### src/rtl/if_stage.sv
// Instruction fetch stage: single-outstanding memory request, one-entry skid buffer
// between memory and the IF/ID register, branch redirect with late-response drop.
module if_stage #(
    parameter logic [15:0] RESET_PC = 16'h0000,
    parameter int          IW       = 16
) (
    input  logic          clk,
    input  logic          rst,
    input  logic          pipeline_stall_n,
    input  logic          branch_taken,
    input  logic [15:0]   branch_target,
    output logic          imem_req,
    output logic [15:0]   imem_addr,
    input  logic          imem_valid,
    input  logic [IW-1:0] imem_rdata,
    output logic          if_id_valid,
    output logic [IW-1:0] if_id_instr,
    output logic [15:0]   if_id_pc
);

    typedef enum logic {
        S_FETCH = 1'b0,
        S_WAIT  = 1'b1
    } state_t;

    state_t        state_q, state_d;
    logic [15:0]   pc_q, pc_d;
    logic          drop_q, drop_d;
    logic          buf_valid_q, buf_valid_d;
    logic [IW-1:0] buf_instr_q, buf_instr_d;
    logic [15:0]   buf_pc_q, buf_pc_d;
    logic          if_id_valid_q, if_id_valid_d;
    logic [IW-1:0] if_id_instr_q, if_id_instr_d;
    logic [15:0]   if_id_pc_q, if_id_pc_d;

    always_comb begin
        state_d       = state_q;
        pc_d          = pc_q;
        drop_d        = drop_q;
        buf_valid_d   = buf_valid_q;
        buf_instr_d   = buf_instr_q;
        buf_pc_d      = buf_pc_q;
        if_id_valid_d = if_id_valid_q;
        if_id_instr_d = if_id_instr_q;
        if_id_pc_d    = if_id_pc_q;

        // Never request while a held buffer could be overrun by the response.
        imem_req = (state_q == S_FETCH) && (!buf_valid_q || pipeline_stall_n) && !rst;

        if (branch_taken) begin
            pc_d          = branch_target;
            buf_valid_d   = 1'b0;
            if_id_valid_d = 1'b0;
            if (state_q == S_FETCH) begin
                if (imem_req) begin
                    state_d = S_WAIT;
                    drop_d  = 1'b1;
                end
            end else if (imem_valid) begin
                // Response consumed and discarded right here, nothing left to drop.
                state_d = S_FETCH;
                drop_d  = 1'b0;
            end else begin
                drop_d = 1'b1;
            end
        end else begin
            if (pipeline_stall_n) begin
                if_id_valid_d = buf_valid_q;
                if_id_instr_d = buf_instr_q;
                if_id_pc_d    = buf_pc_q;
                buf_valid_d   = 1'b0;
            end
            if (state_q == S_FETCH) begin
                if (imem_req) begin
                    state_d = S_WAIT;
                end
            end else if (imem_valid) begin
                state_d = S_FETCH;
                drop_d  = 1'b0;
                if (!drop_q) begin
                    buf_valid_d = 1'b1;
                    buf_instr_d = imem_rdata;
                    buf_pc_d    = pc_q;
                    pc_d        = pc_q + 16'd1;
                end
            end
        end
    end

    always_ff @(posedge clk) begin
        if (rst) begin
            state_q       <= S_FETCH;
            pc_q          <= RESET_PC;
            drop_q        <= 1'b0;
            buf_valid_q   <= 1'b0;
            buf_instr_q   <= '0;
            buf_pc_q      <= 16'h0000;
            if_id_valid_q <= 1'b0;
            if_id_instr_q <= '0;
            if_id_pc_q    <= 16'h0000;
        end else begin
            state_q       <= state_d;
            pc_q          <= pc_d;
            drop_q        <= drop_d;
            buf_valid_q   <= buf_valid_d;
            buf_instr_q   <= buf_instr_d;
            buf_pc_q      <= buf_pc_d;
            if_id_valid_q <= if_id_valid_d;
            if_id_instr_q <= if_id_instr_d;
            if_id_pc_q    <= if_id_pc_d;
        end
    end

    assign imem_addr   = pc_q;
    assign if_id_valid = if_id_valid_q;
    assign if_id_instr = if_id_instr_q;
    assign if_id_pc    = if_id_pc_q;

    // A live response must never land on a full buffer that decode is holding.
    a_no_overrun: assert property (@(posedge clk) disable iff (rst)
        !(state_q == S_WAIT && imem_valid && !drop_q && buf_valid_q && !pipeline_stall_n));

endmodule

### config.mk
export PLATFORM = sky130hd
export DESIGN_NAME = if_stage
export DESIGN_NICKNAME = d
export VERILOG_FILES = /design/src/rtl/if_stage.sv
export SDC_FILE = /design/constraint.sdc
export NUM_CORES = 1
export LEC_CHECK = 0
export BUFFER_PORTS_ARGS = -buffer_cell sky130_fd_sc_hd__buf_4
export CORE_AREA = 2 2 119 121
export DETAILED_ROUTE_END_ITERATION = 6
export DIE_AREA = 0 0 121 123
export PLACE_DENSITY_LB_ADDON = 0.15
export SETUP_SLACK_MARGIN = 0.5
export SLEW_MARGIN = 25
export SYNTH_ARGS = -nofsm -noshare
export SYNTH_HDL_FRONTEND = slang
export SYNTH_SLANG_ARGS = --single-unit
### constraint.sdc
create_clock -name clk -period 2 [get_ports clk]
set_clock_uncertainty 0.05 [all_clocks]
set_input_delay 0.2 -clock clk [delete_from_list [all_inputs] [get_ports clk]]
set_output_delay 0.2 -clock clk [all_outputs]
set_load 0.005 [all_outputs]
# Word-level counts from Yosys, hierarchy flattened
# Index checks and enable logic that the tools add are counted.
# W data, S select, Z words.
dict set report op_classes {
  add_sub_neg 1
  n_eq_ne 1
  mux 16
  bitwise 3
  reduce_logical 13
}
# op n
set ops {}
lappend ops {{$mux W16} 4}
lappend ops {{$add A16 B1 Y16 const B} 1}
lappend ops {{$mux W1} 12}
lappend ops {{$reduce_and A3 Y1} 2}
lappend ops {{$reduce_bool A2 Y1} 3}
lappend ops {{$reduce_and A4 Y1} 1}
lappend ops {{$not A1 Y1} 3}
lappend ops {{$logic_and A1 B1 Y1} 2}
lappend ops {{$logic_not A1 Y1} 2}
lappend ops {{$ne A2 B2 Y1 const B} 1}
lappend ops {{$reduce_and A2 Y1} 1}
lappend ops {{$reduce_or A2 Y1} 1}
lappend ops {{$logic_or A1 B1 Y1} 1}
dict set report word_totals {
  regBits 84
  input_bits 37
  out_inout_bits 50
}

# Depth between registers and ports, before layout
dict set report depth {
  ltp_word 7
  depth_mapped 7
  mapped_depth_nobuf 5
}

# Worst setup path after synthesis
# No wires, ideal clock.
dict set report synth_timing {
  path_kind {register -> register}
  start {register pc_q[3] (netlist: imem_addr[3])}
  end {register pc_q[15] (netlist: imem_addr[15])}
  arrival_time_ns 1.592
  t_required_ns 1.828
  path_slack_ns 0.237
  stages_incl_launch_ff 5
  n_path_buf 0
  period_less_slack_ns 1.763
  cell_sequence {dfxtp_1 -> nand4_4 -> or4_4 -> o21a_1 -> o311a_1}
}
dict set report synth_via {
  elab_chain_len 5
}
# item line_no
set synth_lines {}
lappend synth_lines {{start: declaration} 27} ;# logic [15:0] pc_q, pc_d;
lappend synth_lines {{start signal: assignment} 103} ;# pc_q <= pc_d;
lappend synth_lines {{$add A16 B1 Y16} 84} ;# pc_d = pc_q + 16'd1;
lappend synth_lines {{$mux W16} 80} ;# if (!drop_q) begin
lappend synth_lines {{$mux W16} 77} ;# end else if (imem_valid) begin
lappend synth_lines {{$mux W16} 73} ;# if (state_q == S_FETCH) begin
lappend synth_lines {{$mux W16} 50} ;# if (branch_taken) begin
# No other way between the ends. The select of a mux whose other input is x is not followed.
# A chain may end at the register's enable or synchronous reset.

# Worst setup path in the final report
dict set report layout_timing {
  start {register state_q}
  end {register pc_q[15] (netlist: imem_addr[15])}
}
dict set report layout_via {
  elab_chain_len 2
}
# item line_no
set layout_lines {}
lappend layout_lines {{start: declaration} 26} ;# state_t state_q, state_d;
lappend layout_lines {{start signal: assignment} 102} ;# state_q <= state_d;
lappend layout_lines {{$reduce_bool A2 Y1 (no source line)} -}
lappend layout_lines {{$reduce_and A3 Y1 (no source line)} -}
# No other way between the ends.

==> results.py <==
metrics = {
    "power": {
        "seqPwrFrac_pct": 44.1,
        "switching_share_pct": 22.78,
        "switchingPower_uw": 905.9,
        "clkPwrFrac_pct": 46.1,
        "ir_worst_vdd_v": 0.0003839,
        "comb_power_share_pct": 9.8,
        "intPower_uw": 3071,
        "power.density_nw_per_um2": 796.9,
        "p_leak_uw": 0.002042,
    },
    "clock_network": {
        "cts_sinks": 84,
        "htree_levels": 3,
        "cts_buffers": 9,
        "cts-root-buf": "clkbuf_16",
        "path_clk_slew_ps": 60,
        "hold_buffers": 0,
        "cts_buffer_depth": 2,
        "clk_latency_ps": 340,
        "cts_tree": "yes",
    },
    "floorplanning": {
        "start_util_pct": 24.34,
        "core_sq_um": 13610,
        "die-width_um": 121,
        "die-area_sq_um": 14880,
        "std_cell_rows": 43,
        "io_pins": 87,
        "die_y_um": 123,
    },
    "drt": {
        "top_layer_used": "met4",
        "routed-wl-met3_um": 551,
        "avgViaCountPerCell": 4.405,
        "drtIter0Drc": 140,
        "wl_um": 10060,
        "wire_per_inst_um": 14.40,
        "antenna_left": 0,
        "routed-via-count": 3079,
        "met2_length_um": 4495,
        "first_pass_iters": 5,
        "drc": 0,
        "wl_met1_um": 4855,
    },
    "global_route": {
        "grt_use_total_pct": 13.03,
        "grt_pass1_wl_um": 15190,
        "grt_pass1_vias": 2937,
        "antenna_found_initial": 0,
        "grt_max_degree": 61,
        "grt-ovfl-total": 0,
    },
    "placed_design": {
        "place_area_sq_um": 4190,
        "dp_slack_ps": 261.2,
        "gp_congestion": 0.8526,
        "io_buffers": 86,
        "dpl.hpwl_um": 6044,
    },
    "logic_synthesis": {
        "synth_seq_area_share_pct": 50.76,
        "synthesis.area_sq_um": 3313,
        "yosys_register_bits": 84,
        "avgSynthCellArea_sq_um": 8.081,
        "syn_nets": 448,
        "synthDistinctLibCells": 38,
        "syn-instance-count": 410,
        "ys_warn_count": 0,
    },
    "critical_path": {
        "crit_required_ps": 2180,
        "critical_path_class": "reg2reg",
        "crit_fanout": 7,
        "endpoint_kind": "flop",
        "cp-start-kind": "flop",
        "arrival_ps": 1790,
    },
    "layout": {
        "final_common_cell": "buf_4",
        "area_growth_syn_to_layout_pct": 50.64,
        "fin_nets": 552,
        "fillers": 1439,
        "n_antenna_cell": 0,
        "drive_gt1_share_pct": 37.19,
        "design_area_sq_um": 4991,
        "layout_common_cells": "buf_4, nand2_1, a21oi_1, dfxtp_1, nand2_2",
    },
    "sta": {
        "drv_slew": 0,
        "rsz0062_at_grt": "yes",
        "relSlewSlack_pct": 52.91,
        "fin_ws_ps": 384.9,
        "period_needed_ps": 1615,
        "fin_crit_sh_pct": 80.76,
        "setup_violations": 0,
        "whs_ps": 48.15,
        "finalHoldViolations": 0,
        "finalSetupTns_ps": 0,
        "tightest_slew_ps": 706.4,
        "clock.fmax_mhz": 619.2,
    },
    "hold_path": {
        "hold_class": "in2reg",
    },
    "job": {
        "maxCapViolations": 0,
    },
    "outcome": {
        "status": "complete, no violations",
    },
}
## critical path, stage by stage, from the launching register on
cell and delay [ps]:
dfxtp_2 360, nand2_4 100, or4_4 550, o21a_1 180
o311a_1 270
## cell families after synthesis
kind of cell               synth area share (%)
adders and majority gates                0.3776
AOI/OAI and AO/OA                         15.33
xor gates and xnor gates                  2.908
muxes                                     1.548
DFF                                       50.76
and+or+nand+nor                           24.62
buffers and inverters                     4.456
## power groups by stage
stage               Combinational, uW  Clock (uW)  Sequential (uW)
floorplan                         153           0             1800
global placement                  308           0             1800
detailed placement                308           0             1810
CTS                               355        1890             1750
global route                      425        1950             1760
finish                            389        1830             1760
## metal layers
| layer | global-route usage [%] | up-vias |
|---|---|---|
| li1 | - | 1577 |
| met5 | 0 | - |
| met3 | 3.644 | 17 |
| met4 | 4.797 | 0 |
| met1 | 17.60 | 1400 |
| met2 | 19.84 | 85 |
## cell usage after synthesis
| library cell | n | area share (%) |
|---|---|---|
| o21ai_0 | 1 | 0.15 |
| and4b_1 | 1 | 0.30 |
| or2_1 | 1 | 0.19 |
| inv_1 | 11 | 1.2 |
| o311a_1 | 1 | 0.30 |
| dfxtp_1 | 84 | 51 |
| mux2_2 | 1 | 0.34 |
| or4_4 | 1 | 0.34 |
| a2111oi_0 | 3 | 0.79 |
| clkbuf_1 | 26 | 2.9 |
| xnor2_1 | 5 | 1.3 |
| and3_1 | 1 | 0.19 |
| nor2_1 | 6 | 0.68 |
| buf_1 | 1 | 0.11 |
| mux2i_1 | 4 | 1.2 |
| nand4_4 | 1 | 0.64 |
| nand3b_1 | 1 | 0.23 |
| a211oi_1 | 1 | 0.23 |
| nand2_2 | 1 | 0.19 |
| o21a_1 | 10 | 2.3 |
| nand4b_1 | 2 | 0.53 |
| and3_2 | 1 | 0.23 |
| xor2_1 | 6 | 1.6 |
| nand2_1 | 130 | 15 |
| a21oi_1 | 73 | 11 |
| o211a_1 | 1 | 0.30 |
| nor3_1 | 6 | 0.91 |
| ha_1 | 1 | 0.38 |
| nor4_1 | 5 | 0.94 |
| nand4b_2 | 1 | 0.45 |
| a221oi_1 | 1 | 0.26 |
| nor3b_1 | 2 | 0.45 |
| buf_2 | 1 | 0.15 |
| nand3_1 | 2 | 0.30 |
| nand4_1 | 6 | 1.1 |
| nor2b_1 | 6 | 1.1 |
| and4_2 | 1 | 0.30 |
| nand2b_1 | 4 | 0.76 |
## cell type report
| class | count | area (sq um) | share of cell area [%] |
|---|---|---|---|
| Inverter | 11 | 41.29 | 0.8273 |
| Clock buffer | 13 | 260.3 | 5.214 |
| Multi-Input combinational cell | 287 | 1680 | 33.67 |
| Clock inverter | 3 | 68.82 | 1.379 |
| Timing Repair Buffer | 121 | 991.0 | 19.85 |
| Tap cell | 180 | 225.2 | 4.512 |
| Sequential cell | 84 | 1724 | 34.54 |
## registers in the layout, summed over array words and instances, names as in the netlist
| name | count |
|---|---|
| drop_q | 1 |
| buf_instr_q | 16 |
| state_q | 1 |
| imem_addr | 16 |
| buf_pc_q | 16 |
| if_id_instr | 16 |
| if_id_valid | 1 |
| buf_valid_q | 1 |
| if_id_pc | 16 |
## timing repair
item                       in CTS  in global routing
setup buffers                  19                  5
hold endpoints to repair        0                  0
pin swaps                       7                 11
resized for setup              17                 48
setup endpoints to repair      37                 38
gates cloned                    0                  3
## final timing paths
| path | start | endpoint | slack [ps] | cells past startpoint |
|---|---|---|---|---|
| min reg2reg | if_id_instr[7] | if_id_instr[7] | 400 | 2 |
| max reg2reg | state_q | imem_addr[15] | 380 | 4 |
| max | state_q | imem_addr[15] | 380 | 4 |
| min | branch_target[1] | imem_addr[1] | 50 | 3 |
## metrics by stage
stage / util (%) / std cells / total power, uW
CTS: 34.68 / 691 / 4000
floorplan: - / 410 / 1952
global route: 36.67 / 699 / 4139
finish: 36.67 / 699 / 3977
global placement: 30.78 / 656 / 2113
detailed placement: 30.78 / 656 / 2117
Power figures use the tool's default switching activity.
